[src/rtl/mem_access_unit.sv]
// MEM-stage data-memory access unit.
// Loads and stores go to a multi-cycle req/ack memory. The upstream pipeline
// is frozen while an access is outstanding. Non-memory instructions pass
// straight through to the write-back result registers in a single cycle.
//
// Memory handshake: mem_req rises with mem_addr/mem_we/mem_wdata already
// stable and stays high until the cycle in which mem_ack pulses (or the
// timeout expires). mem_ack is only honoured while waiting. mem_rdata is
// sampled in the same cycle that mem_ack is high.
module mem_access_unit #(
   parameter int unsigned TIMEOUT = 255
) (
   input  logic        clk,
   input  logic        rst,
   input  logic        WB_EN_IN,
   input  logic        MEM_R_EN_IN,
   input  logic        MEM_W_EN_IN,
   input  logic [31:0] ALUResIn,
   input  logic [31:0] STValIn,
   input  logic [4:0]  destIn,
   output logic        mem_req,
   output logic        mem_we,
   output logic [31:0] mem_addr,
   output logic [31:0] mem_wdata,
   input  logic        mem_ack,
   input  logic [31:0] mem_rdata,
   output logic        freeze,
   output logic        WB_EN,
   output logic        MEM_R_EN,
   output logic [31:0] ALURes,
   output logic [31:0] memData,
   output logic [4:0]  dest,
   output logic        err
);

   typedef enum logic [1:0] {
      S_IDLE = 2'd0,
      S_WAIT = 2'd1,
      S_DONE = 2'd2
   } state_t;

   // Last counter value before the access is abandoned; gives exactly
   // TIMEOUT cycles in the waiting state.
   localparam logic [15:0] C_LAST = 16'(TIMEOUT - 1);

   state_t      r_state;
   logic [15:0] r_cnt;
   logic [31:0] r_load;
   logic        r_mem_req;
   logic        r_mem_we;
   logic [31:0] r_mem_addr;
   logic [31:0] r_mem_wdata;
   logic        r_wb_en;
   logic        r_mem_r_en;
   logic [31:0] r_alu_res;
   logic [31:0] r_mem_data;
   logic [4:0]  r_dest;
   logic        r_err;

   logic        w_mem_op;

   assign w_mem_op = MEM_R_EN_IN | MEM_W_EN_IN;

   // Stall while waiting and in the cycle a memory op is first seen; the
   // result-load cycle (DONE) lets the pipeline advance.
   assign freeze = (r_state == S_WAIT) | ((r_state == S_IDLE) & w_mem_op);

   // Access FSM together with all registered memory-side and result outputs.
   always_ff @(posedge clk or negedge rst) begin
      if (!rst) begin
         r_state     <= S_IDLE;
         r_cnt       <= '0;
         r_load      <= '0;
         r_mem_req   <= 1'b0;
         r_mem_we    <= 1'b0;
         r_mem_addr  <= '0;
         r_mem_wdata <= '0;
         r_wb_en     <= 1'b0;
         r_mem_r_en  <= 1'b0;
         r_alu_res   <= '0;
         r_mem_data  <= '0;
         r_dest      <= '0;
         r_err       <= 1'b0;
      end else begin
         case (r_state)
            S_IDLE: begin
               if (w_mem_op) begin
                  // Read wins when both enables are set.
                  r_mem_addr  <= {ALUResIn[31:2], 2'b00};
                  r_mem_wdata <= STValIn;
                  r_mem_we    <= MEM_W_EN_IN & ~MEM_R_EN_IN;
                  r_mem_req   <= 1'b1;
                  r_cnt       <= '0;
                  r_wb_en     <= 1'b0;
                  r_state     <= S_WAIT;
               end else begin
                  r_wb_en    <= WB_EN_IN;
                  r_mem_r_en <= 1'b0;
                  r_alu_res  <= ALUResIn;
                  r_dest     <= destIn;
                  r_mem_data <= '0;
               end
            end
            S_WAIT: begin
               if (mem_ack) begin
                  // Stores return nothing useful; keep the load register clean.
                  r_load    <= r_mem_we ? 32'h0 : mem_rdata;
                  r_mem_req <= 1'b0;
                  r_state   <= S_DONE;
               end else if (r_cnt == C_LAST) begin
                  r_load    <= '0;
                  r_mem_req <= 1'b0;
                  r_err     <= 1'b1;
                  r_state   <= S_DONE;
               end else begin
                  r_cnt <= r_cnt + 16'd1;
               end
            end
            S_DONE: begin
               r_wb_en    <= WB_EN_IN;
               r_mem_r_en <= MEM_R_EN_IN;
               r_alu_res  <= ALUResIn;
               r_dest     <= destIn;
               r_mem_data <= r_load;
               r_state    <= S_IDLE;
            end
            default: begin
               r_state <= S_IDLE;
            end
         endcase
      end
   end

   assign mem_req   = r_mem_req;
   assign mem_we    = r_mem_we;
   assign mem_addr  = r_mem_addr;
   assign mem_wdata = r_mem_wdata;
   assign WB_EN     = r_wb_en;
   assign MEM_R_EN  = r_mem_r_en;
   assign ALURes    = r_alu_res;
   assign memData   = r_mem_data;
   assign dest      = r_dest;
   assign err       = r_err;

endmodule

[config.mk]
export PLATFORM = sky130hd
export DESIGN_NAME = mem_access_unit
export DESIGN_NICKNAME = d
export VERILOG_FILES = /design/src/rtl/mem_access_unit.sv
export SDC_FILE = /design/constraint.sdc
export NUM_CORES = 1
export LEC_CHECK = 0
export CAP_MARGIN = 20
export CORE_ASPECT_RATIO = 0.9
export CORE_MARGIN = 2
export CORE_UTILIZATION = 46
export DETAILED_ROUTE_END_ITERATION = 16
export PLACE_DENSITY_LB_ADDON = 0.1
export SYNTH_ARGS = -nofsm -noshare
export SYNTH_HDL_FRONTEND = slang
export SYNTH_SLANG_ARGS = --single-unit
[constraint.sdc]
create_clock -name clk -period 2.15 [get_ports clk]
set_input_delay 0.215 -clock clk [delete_from_list [all_inputs] [get_ports clk]]
set_output_delay 0.215 -clock clk [all_outputs]
set_load 0.01 [all_outputs]
# Yosys cells after proc, flatten, opt, wreduce, memory -nomap -nowiden
# Cells that the tools add are included.
[totals]
register_bits = 186
wordCells = 64
[op_classes]
n_addsub = 1
n_eq_ne = 8
mux = 25
n_bitwise = 6
reduce_logical = 11
[op_table]
columns = ["cell", "count"]
rows = [
  ["32-bit 2-to-1 mux", 5],
  ["32-bit one-hot mux with 2 select lines", 2],
  ["16-bit 2-to-1 mux", 3],
  ["16-bit one-hot mux with 2 select lines", 1],
  ["16-bit by 1-bit adder with 16-bit output (second input constant)", 1],
  ["16-bit by 8-bit equality test with 1-bit output (second input constant)", 1],
  ["5-bit one-hot mux with 2 select lines", 1],
  ["2-bit inequality test (second input constant)", 4],
  ["2-bit AND reduction", 4],
  ["2-bit 2-to-1 mux", 3],
  ["1-bit one-hot mux with 2 select lines", 3],
  ["3-bit AND reduction", 2],
  ["2-bit nonzero test", 3],
  ["1-bit 2-to-1 mux", 5],
  ["5-bit 2-to-1 mux", 1],
  ["2-bit one-hot mux with 2 select lines", 1],
  ["4-bit AND reduction", 1],
  ["3-bit by 2-bit inequality test with 1-bit output (second input constant)", 1],
  ["1-bit AND", 2],
  ["2-bit by 1-bit equality test with 1-bit output (second input constant)", 1],
  ["2-bit equality test (second input constant)", 1],
  ["2-bit logical NOT", 1],
  ["1-bit inverter", 2],
  ["1-bit OR", 2],
]

# Depth between registers and ports, before layout
# Gate-level depths: netlist of run 1.
[logic_depth]
word_depth = 4
mapped_depth = 8
ltp_nobuf = 7

# Worst setup path after synthesis of run 1
# No wires, ideal clock.
[synth_path]
path_kind = "register to register"
start = "reg r_cnt[0]"
end = "reg r_load[10]"
setup_ns = 0.121
t_arrival_ns = 1.567
required_ns = 2.029
path_slack_ns = 0.462
path_stages_with_launch = 9
n_path_buf = 2
period_less_slack_ns = 1.688
path_cell_list = "dfrtp_1 > inv_1 > ha_1 > nor4b_4 > and4_1 > buf_6 > o21ai_4 > buf_6 > a22o_1"
[synth_between]
elab_chain_len = 3
[synth_rtl]
columns = ["item", "line_no", "source"]
rows = [
  ["start, declared", "47", "logic [15:0] r_cnt;"],
  ["start signal, assigned", "116", "r_cnt <= r_cnt + 16'd1;"],
  ["16-bit by 8-bit equality test with 1-bit output", "110", "end else if (r_cnt == C_LAST) begin"],
  ["2-bit nonzero test (no line)", "n/a", ""],
  ["2-bit AND reduction (no line)", "n/a", ""],
  ["end signal, assigned", "107", "r_load <= r_mem_we ? 32'h0 : mem_rdata;"],
  ["end, declared", "48", "logic [31:0] r_load;"],
]
# Every way passes these cells.
# A chain may end at the register's enable or synchronous reset.

# Worst setup path after layout of run 1
[layout_path]
start = "reg r_state[1]"
end = "out freeze"
[layout_between]
elab_chain_len = 3
elab_cells_between_ends = 4
cone_classes = "eq/ne: 1; bitwise: 2; reduce/logical: 1"
[layout_rtl]
columns = ["item", "line_no", "source"]
rows = [
  ["start, declared", "46", "state_t r_state;"],
  ["start signal, assigned", "71", "r_state <= S_IDLE;"],
  ["start signal, assigned", "95", "r_state <= S_WAIT;"],
  ["start signal, assigned", "109", "r_state <= S_DONE;"],
  ["2-bit logical NOT", "66", "assign freeze = (r_state == S_WAIT) | ((r_state == S_IDLE) & w_mem_op);"],
  ["1-bit AND", "66", ""],
  ["1-bit OR *", "66", ""],
  ["end, declared", "27", "output logic freeze,"],
]
# Mark *: on every way between the ends. The rest lies on a longest branch, timed or not.

==> impl_metrics.tcl, run 1 <==
set metrics [dict create \
    diodes 0 \
    ys.flop_type "dfrtp_1" \
    vias 5711 \
    yosysTopAreaCellShare_pct 64.4 \
    clk_pin_slew_ns 0.06 \
    reg2reg_to "r_load[3]$_DFFE_PN0P_" \
    routed_wl_um 19600 \
    fin_util_pct 68.2 \
    grt_pass1_wl_um 30800 \
    synth_cell_types 46 \
    netlist_top_cells_area "dfrtp_1 64%, nand2_1 10%, a22o_1 7.4%" \
    slew_violations 0 \
    required_ns 1.93 \
    drive_above_1_share_pct 11.6 \
    nets 972 \
    fin_setup_tns_ns 0 \
    holdWs_ns 0.283 \
    stdcell_area_mm2 0.0105 \
    syn_area_per_cell_um2 11.6 \
    synth.ff_latch_count 186 \
    cts.sinks 186 \
    maxSlewHeadroom_pct 59.9 \
    cts_buffers 17 \
    setup_viol 0 \
    status "complete, no violations" \
    ant_nets 0 \
    drt_pass1_iterations 4 \
    initial_utilization_pct 47.0 \
    synth_cells 622 \
    die_h_um 123 \
    synth_warnings 0 \
    first_iter_violations 291 \
    antenna_found_initial 0 \
    async_flop_share_pct 100 \
    setup.worst_path.class "reg2out" \
    worstMarginPinSlew_ns 0.600 \
    crit_path_start_kind "flop" \
    num_io_pins 246 \
    coreArea_mm2 0.0154 \
    drc 0 \
    hold_viol_final 0 \
    area_growth_pct 45.2 \
    crit_path_end_kind "output port" \
    die_x_um 136 \
    vdd_drop_max_v 0.000699 \
    dieArea_mm2 0.0167 \
    grt_max_degree 64 \
    clockRootBuffer "clkbuf_16" \
    synth_largest_area_cell "dfrtp_1" \
    final_cell_mix "242 x clkdlybuf4s50_1, 197 x nand2_1, 186 x dfrtp_1, 61 x a22o_1, 37 x mux2_2" \
    final_common_cell "clkdlybuf4s50_1" \
    dp_hpwl_um 13500 \
    netlist_area_mm2 0.00723 \
    fin_crit_ns 2.06 \
    fin_skew_ns 0.00643 \
    cp.arrival_ns 1.84 \
    p_per_area_mw_per_mm2 1430 \
    regToRegStartpoint "r_cnt[0]$_DFFE_PN0P_" \
    period_share_pct 95.8 \
    reg2reg_depth 6 \
    p_leak_nw 4.78 \
    wl_met1_um 8360 \
    cts_buffer_depth 2 \
    highest_layer "met4" \
    viasPerCell 5.30 \
    gr-total-overflow 0 \
    grt_setup_unrepaired "no" \
    worstSkewPairLatency_ns 0.42 \
    io_buffers 243 \
    wl_met2_um 9400 \
    cts_tree "done" \
    path_max_fanout 6 \
    rows 43 \
    grt.total_usage_pct 24.0 \
    h-tree-depth 4 \
    wl_met3_um 1550 \
    wl_per_cell_um 18.2 \
    drv_cap 0 \
    hp-class "in2async" \
    max_freq_mhz 485 \
    grt_pass1_vias 5849 \
    placement.cell_area_mm2 0.00992 \
    post_cts_buffers 0 \
    rrSetupSlack_ns 0.19 \
    yosysSeqAreaShare_pct 64.4 \
    gp_congestion 0.918 \
    synth_edf_count 0 \
]
critical path, stage by stage (launching register included):
cell and delay (ns):
dfrtp_1 0.50, nor2_4 0.19, o21ai_4 0.09, nand2_1 0.08, clkdlybuf4s50_1 0.56
stage by stage:
step	cells	worst slack (ns)	power, W
2_1_floorplan	623	0.462	0.00870
3_3_place_gp	1044	0.0795	0.0120
3_5_place_dp	1044	0.0193	0.0122
4_1_cts	1078	0.0186	0.0151
5_1_grt	1078	0.0312	0.0159
6_report	1078	0.0902	0.0150
cell families after synthesis:
group                    share of synthesized area (%)
adder cells (fa/ha/maj)                          0.346
AND/OR/NAND/NOR                                   13.9
other                                           0.0519
buffers and inverters                             3.17
multiplexers                                      5.92
flip-flops                                        64.4
AO/OA/AOI/OAI                                     12.3
cell type report:
cell class | count | area, um2
Sequential cell | 186 | 4650
Clock buffer | 22 | 474
Clock inverter | 10 | 67.6
Multi-Input combinational cell | 391 | 2410
Inverter | 9 | 33.8
Tap cell | 202 | 253
Timing Repair Buffer | 258 | 2600
Fill cell | 1142 | 4890
registers in the layout (all words and copies together) (netlist names):
name       count
ALURes        32
MEM_R_EN       1
WB_EN          1
dest           5
err            1
memData       32
mem_addr      30
mem_req        1
mem_wdata     32
mem_we         1
r_cnt         16
r_load        32
r_state        2
where the power goes:
part | total, W | internal (W) | switching (W)
clock network | 0.00287 | 0.00157 | 0.00131
registers | 0.00590 | 0.00498 | 0.000916
logic | 0.00623 | 0.00338 | 0.00285
repair_timing:
item,CTS,global route
pin swaps,1,0
hold buffers,1,0
gates cloned,1,0
endpoints found under the hold margin,39,0
resized for setup,1,3
endpoints found under the setup margin,5,18
synthesized netlist by cell type, drive strengths merged (2+ instances only):
cell type	count
nand2	197
dfrtp	186
a22o	65
mux2	38
clkbuf	25
a31oi	14
buf	13
a21oi	9
inv	9
nor2	9
o21ai	8
nand4	7
nor3	7
nand3	5
o21a	4
nor4	3
a21o	2
and4	2
ha	2
o211ai	2
worst max path at each step:
stage                     cells after the start  slack, ns              startpoint                endpoint
after floorplan                               8       0.46    r_cnt[0]$_DFFE_PN0P_  r_load[10]$_DFFE_PN0P_
after global placement                        6       0.08    r_cnt[0]$_DFFE_PN0P_   r_load[3]$_DFFE_PN0P_
after detailed placement                      6       0.02    r_cnt[0]$_DFFE_PN0P_   r_load[3]$_DFFE_PN0P_
after CTS                                     4       0.02  r_state[1]$_DFFE_PN0P_                  freeze
after global routing                          4       0.03  r_state[1]$_DFFE_PN0P_                  freeze
final                                         4       0.09  r_state[1]$_DFFE_PN0P_                  freeze
metal layers:
| metal | track usage (%) | vias up |
|---|---|---|
| met4 | 7.10 | 0 |
| met3 | 7.22 | 19 |
| li1 | - | 2629 |
| met2 | 39.3 | 233 |
| met5 | 0 | - |
| met1 | 31.3 | 2830 |
Power figures use the tool's default switching activity.
==> run 2, diff against run 1 <==
RECOVER_POWER = 100   (was default)
==> impl_metrics.tcl, run 2 (synthesis gave the netlist of run 1 again) <==
set metrics [dict create \
    required_ns 1.93 \
    fin_setup_tns_ns 0 \
    stdcell_area_mm2 0.0104 \
    max_freq_mhz 484 \
    maxSlewHeadroom_pct 25.1 \
    hp-class "in2reg" \
    hold_viol_final 0 \
    p_per_area_mw_per_mm2 1380 \
    cp.arrival_ns 1.85 \
    fin_skew_ns 0.00773 \
    crit_path_start_kind "flop" \
    drt_pass1_iterations 5 \
    num-fill-cells 1150 \
    fin_crit_ns 2.06 \
    grt_pass1_vias 5849 \
    grt_pass1_wl_um 30800 \
    nets 972 \
    worstSkewPairLatency_ns 0.43 \
    viasPerCell 5.31 \
    crit_path_end_kind "output port" \
    final_cell_mix "197 x nand2_1, 186 x dfrtp_1, 138 x dlygate4sd3_1, 105 x clkdlybuf4s50_1, 61 x a22o_1" \
    die_h_um 123 \
    period_share_pct 96.0 \
    first_iter_violations 295 \
    setup_viol 0 \
    gp_congestion 0.918 \
    slew_violations 0 \
    pwr-share-clk_pct 19.9 \
    gr-total-overflow 0 \
    reg2reg_depth 7 \
    worstMarginPinSlew_ns 1.12 \
    hold_path_depth 3 \
    die_x_um 136 \
    diodes 0 \
    num_io_pins 246 \
    cts_buffer_depth 2 \
    cp-startpoint "r_state[0]$_DFFE_PN0P_" \
    antenna_found_initial 0 \
    drv_cap 0 \
    hold_start "STValIn[12]" \
    cts.sinks 186 \
    status "complete, no violations" \
    rows 43 \
    dp_hpwl_um 13500 \
    io_buffers 243 \
    area_growth_pct 44.4 \
    ant_nets 0 \
    path_max_fanout 7 \
    regToRegStartpoint "r_cnt[0]$_DFFE_PN0P_" \
    intPower_w 0.00946 \
    seqPwrFrac_pct 40.4 \
    setup.worst_path.class "reg2out" \
    switchingPower_w 0.00499 \
    drc 0 \
    routed_wl_um 19500 \
    h-tree-depth 4 \
    p_leak_nw 4.95 \
    drive_above_1_share_pct 11.2 \
    post_cts_buffers 0 \
    placement.cell_area_mm2 0.00992 \
    grt_max_degree 64 \
    coreArea_mm2 0.0154 \
    netSwitchingFraction_pct 34.5 \
    final_common_cell "nand2_1" \
    grt_setup_unrepaired "no" \
    wl_per_cell_um 18.1 \
    initial_utilization_pct 47.0 \
    vdd_drop_max_v 0.000668 \
    cts_buffers 17 \
    combPwrFrac_pct 39.7 \
    clk_pin_slew_ns 0.06 \
    cts_tree "done" \
    vias 5720 \
    clockRootBuffer "clkbuf_16" \
    grt.total_usage_pct 24.0 \
    dieArea_mm2 0.0167 \
]
-- run 2: cell types whose count changed in the layout (fill, tap and decap cells not counted), moves of 2 or more --
cell	previous run	this run
clkdlybuf4s50_1	242	105
dlygate4sd3_1	1	138
buf_4	10	6
o21ai_1	2	0
clkbuf_2	0	3
o21ai_0	4	6
-- run 2: through the flow --
step,hold slack (ns),power (W),worst slack [ns],util [%],cells
floorplan,-0.0806,0.00870,0.462,-,623
global placement,0.160,0.0120,0.0795,64.4,1044
detailed placement,0.169,0.0122,0.0193,64.4,1044
CTS,0.275,0.0151,0.0186,68.1,1078
global route,0.302,0.0154,0.0257,67.9,1078
finish,0.315,0.0144,0.0853,67.9,1078
-- run 2: routing by layer --
layer | part of all wire [%] | vias up | global-route usage [%]
li1 | - | 2635 | -
met5 | 0 | - | 0
met2 | 48 | 231 | 39.3
met1 | 41 | 2836 | 31.3
met4 | 1.6 | 0 | 7.10
met3 | 8.7 | 18 | 7.22
-- run 2: path summary, 6_finish.rpt --
path                       slack [ns]                        end
max in group asynchronous        0.36      r_load[8]$_DFFE_PN0P_
setup reg to reg                 0.14       r_cnt[1]$_DFFE_PN0P_
hold / removal                   0.32  mem_wdata[12]$_DFFE_PN0P_
setup / recovery                 0.09                     freeze
hold reg to reg                  0.47   mem_addr[18]$_DFFE_PN0P_
min in group asynchronous        0.55            err$_DFFE_PN0P_
-- run 2: area by class of cell --
class                      instances  area, um2  share of cell area (%)
clock inverter                    10       67.6                   0.647
tap                              202        253                    2.42
inverter                           9       33.8                   0.324
multi-input combinational        391       2390                    22.9
timing repair buffer             258       2570                    24.6
sequential                       186       4650                    44.6
clock buffer                      22        474                    4.54
-- run 2: timing repair --
| item | in CTS | in global routing |
|---|---|---|
| resized for setup | 1 | 3 |
| hold buffers | 1 | 0 |
| endpoints found under the hold margin | 39 | 0 |
| pin swaps | 1 | 0 |
| endpoints found under the setup margin | 5 | 18 |
| cloned | 1 | 0 |
-- run 2: power groups by stage --
stage | logic (W) | clock network, W | registers, W
finish | 0.00574 | 0.00288 | 0.00583
global route | 0.00627 | 0.00308 | 0.00602
global placement | 0.00610 | 0 | 0.00587
floorplan | 0.00238 | 0 | 0.00632
detailed placement | 0.00625 | 0 | 0.00594
CTS | 0.00630 | 0.00294 | 0.00589
-- run 2: worst max-delay path, stage by stage (launching register included) --
cell and delay, ns:
dfrtp_1 0.47, nor2_4 0.16, o21ai_4 0.09, nand2_1 0.07, dlygate4sd3_1 0.63
==> run 3, diff against run 2 <==
ABC_AREA = 1   (was default)
PLACE_DENSITY = 0.8   (was default)
PLACE_DENSITY_LB_ADDON = default   (was 0.1)
clock period = 1.9 ns   (was 2.15 ns; I/O delays follow)
==> impl_metrics.tcl, run 3 <==
set metrics [dict create \
    netlist_area_mm2 0.00751 \
    setup.worst_path.class "reg2out" \
    io_buffers 243 \
    cp_num_buf_inv 2 \
    fin_crit_ns 1.82 \
    cts_buffers 17 \
    fin_util_pct 66.7 \
    path_cells "buf_4, nor2_4, o21ai_4, nand2_1, dlygate4sd2_1" \
    synth_largest_area_cell "dfrtp_1" \
    max_freq_mhz 548 \
    synth_cell_types 31 \
    synth_cells 791 \
    min_to "mem_wdata[26]$_DFFE_PN0P_" \
    drt_pass1_iterations 4 \
    vias 6263 \
    ant_nets 0 \
    switchingPower_w 0.00619 \
    wl_per_cell_um 15.9 \
    final_cell_mix "316 x nand2_1, 186 x dfrtp_1, 137 x dlygate4sd3_1, 105 x clkdlybuf4s50_1, 63 x o21ai_0" \
    coreArea_mm2 0.0161 \
    p_leak_nw 5.30 \
    synth.ff_latch_count 186 \
    grt_pass1_wl_um 32500 \
    cts_buffer_depth 2 \
    netlist_top_cells_area "dfrtp_1 62%, nand2_1 16%, a32o_1 4.4%" \
    seqPwrFrac_pct 39.1 \
    synth_xor_area_share_pct 0.117 \
    clockRootBuffer "clkbuf_16" \
    clk_pin_slew_ns 0.07 \
    grt_pass1_vias 6381 \
    period_share_pct 96.0 \
    routed_wl_um 19900 \
    hold_viol_final 0 \
    vdd_drop_max_v 0.000987 \
    hold_path_depth 3 \
    dieArea_mm2 0.0174 \
    gp_congestion 0.836 \
    gr-total-overflow 0 \
    cp.arrival_ns 1.63 \
    regToRegStartpoint "r_state[1]$_DFFE_PN0P_" \
    final_common_cell "nand2_1" \
    synth_top_family_by_area "simple AND/OR/NAND/NOR gates" \
    synth-compound-area-share_pct 10.0 \
    pwr-share-clk_pct 20.8 \
    reg2reg_to "WB_EN$_DFFE_PN0P_" \
    dp_hpwl_um 13900 \
    cp_num_cells 5 \
    worstMarginPinSlew_ns 1.23 \
    cts.sinks 186 \
    combPwrFrac_pct 40.1 \
    synthMuxAreaShare_pct 0 \
    die_h_um 125 \
    status "complete, no violations" \
    synth_adder_area_share_pct 0.333 \
    fin_setup_tns_ns 0 \
    synth_edf_count 0 \
    reg2reg_depth 7 \
    drc 0 \
    viasPerCell 5.01 \
    cpLargestDelayFamily "buffers and inverters" \
    area_growth_pct 42.7 \
    synth_most_common_cell "nand2_1" \
    path_max_fanout 4 \
    slowest_stage "dfrtp_1" \
    synth_warnings 0 \
    first_iter_violations 510 \
    grt.total_usage_pct 23.6 \
    grt_max_degree 65 \
    synth-simple-area-share_pct 21.4 \
    maxSlewHeadroom_pct 18.3 \
    ys.flop_type "dfrtp_1" \
    synthTopCellsByCount "316 x nand2_1, 186 x dfrtp_1, 59 x o21ai_0" \
    slew_violations 0 \
    worstSkewPairLatency_ns 0.43 \
    num_io_pins 246 \
    intPower_w 0.0106 \
    nets 1138 \
    diodes 0 \
    rrSetupSlack_ns 0.13 \
    crit_path_max_incr_delay_ns 0.39 \
    async_flop_share_pct 100 \
    fin_skew_ns 0.00762 \
    crit_path_start_kind "flop" \
    grt_setup_unrepaired "no" \
    netSwitchingFraction_pct 36.9 \
    cts_tree "done" \
    drv_cap 0 \
    setup_viol 0 \
    num-fill-cells 1289 \
    yosysSeqAreaShare_pct 62.0 \
    yosysTopAreaCellShare_pct 62.0 \
    p_per_area_mw_per_mm2 1570 \
    antenna_found_initial 0 \
    hp-class "in2reg" \
    required_ns 1.71 \
    die_x_um 139 \
    initial_utilization_pct 46.7 \
    rows 44 \
    hold_start "STValIn[26]" \
    h-tree-depth 4 \
    drive_above_1_share_pct 7.01 \
    crit_path_end_kind "output port" \
    syn_area_per_cell_um2 9.49 \
]
==> run 3: changes by cell type in the layout (fill, tap and decap cells not counted), moves of 5 or more <==
cell      previous run  this run
nand2_1            197       316
a22o_1              61         1
o21ai_0              6        63
mux2_2              37         0
inv_1                9        44
a32o_1               0        33
nand3_1              5        33
nor2_1               8        24
a31oi_1             14         0
clkbuf_2             3         8
nand2_4              0         5
==> run 3: repair_timing <==
action | in CTS | in global routing
cloned | 0 | 0
resized for setup | 3 | 2
endpoints found under the hold margin | 43 | 0
hold buffers | 1 | 0
endpoints found under the setup margin | 1 | 8
setup buffers | 1 | 0
==> run 3: kinds of logic (layout without fill, tap and decap cells) <==
| kind of cell | Yosys count | count (layout) |
|---|---|---|
| AND/OR/NAND/NOR | 395 | 395 |
| other | 1 | 2 |
| XOR/XNOR | 1 | 1 |
| buffers and inverters | 93 | 343 |
| flip-flops | 186 | 186 |
| AO/OA/AOI/OAI | 113 | 113 |
| adder cells (fa/ha/maj) | 2 | 2 |
==> run 3: metrics by stage <==
step                      cell area, um2  cells  total power (W)  hold slack (ns)  worst slack (ns)
final                              10700   1249           0.0168            0.291            0.0768
after CTS                          10800   1249           0.0175            0.275            0.0624
after detailed placement           10200   1215           0.0139            0.163            0.0851
after floorplan                     7510    792          0.00996           -0.106             0.420
after global placement             10200   1215           0.0138            0.159             0.131
after global routing               10700   1249           0.0179            0.289            0.0138
==> run 3: power groups by stage <==
stage	clock network [W]	logic [W]	registers (W)
global route	0.00372	0.00739	0.00677
global placement	0	0.00718	0.00659
CTS	0.00353	0.00736	0.00662
detailed placement	0	0.00733	0.00661
finish	0.00349	0.00673	0.00655
floorplan	0	0.00284	0.00712
==> run 3: worst min-delay path: cells and delay by family <==
kind | cells | cell delay, ns
buffers and inverters | 1 | 0.39
AND/OR/NAND/NOR | 2 | 0.10
==> run 3: final cells by class <==
type                            instances  area [um2]  area share [%]
Clock buffer                           21         470            4.39
Timing Repair Buffer                  263        2620            24.4
Sequential cell                       186        4650            43.4
Multi-Input combinational cell        513        2420            22.6
Clock inverter                         11         110            1.03
Tap cell                              207         259            2.42
Inverter                               48         183            1.70
==> run 3: per-layer routing <==
| metal | vias up | global-route usage, % | routed length (um) |
|---|---|---|---|
| met2 | 189 | 39.5 | 9960 |
| met4 | 0 | 10.0 | 654 |
| li1 | 3016 | - | - |
| met3 | 40 | 7.74 | 1360 |
| met5 | - | 0 | 0 |
| met1 | 3018 | 28.2 | 7890 |
==> run 3: worst max path at each step <==
stage / end / startpoint / slack (ns)
floorplan: r_load[10]$_DFFE_PN0P_ / r_cnt[0]$_DFFE_PN0P_ / 0.42
global placement: freeze / MEM_W_EN_IN / 0.13
detailed placement: mem_wdata[16]$_DFFE_PN0P_ / MEM_W_EN_IN / 0.09
CTS: freeze / r_state[1]$_DFFE_PN0P_ / 0.06
global route: freeze / r_state[1]$_DFFE_PN0P_ / 0.01
finish: freeze / r_state[1]$_DFFE_PN0P_ / 0.08
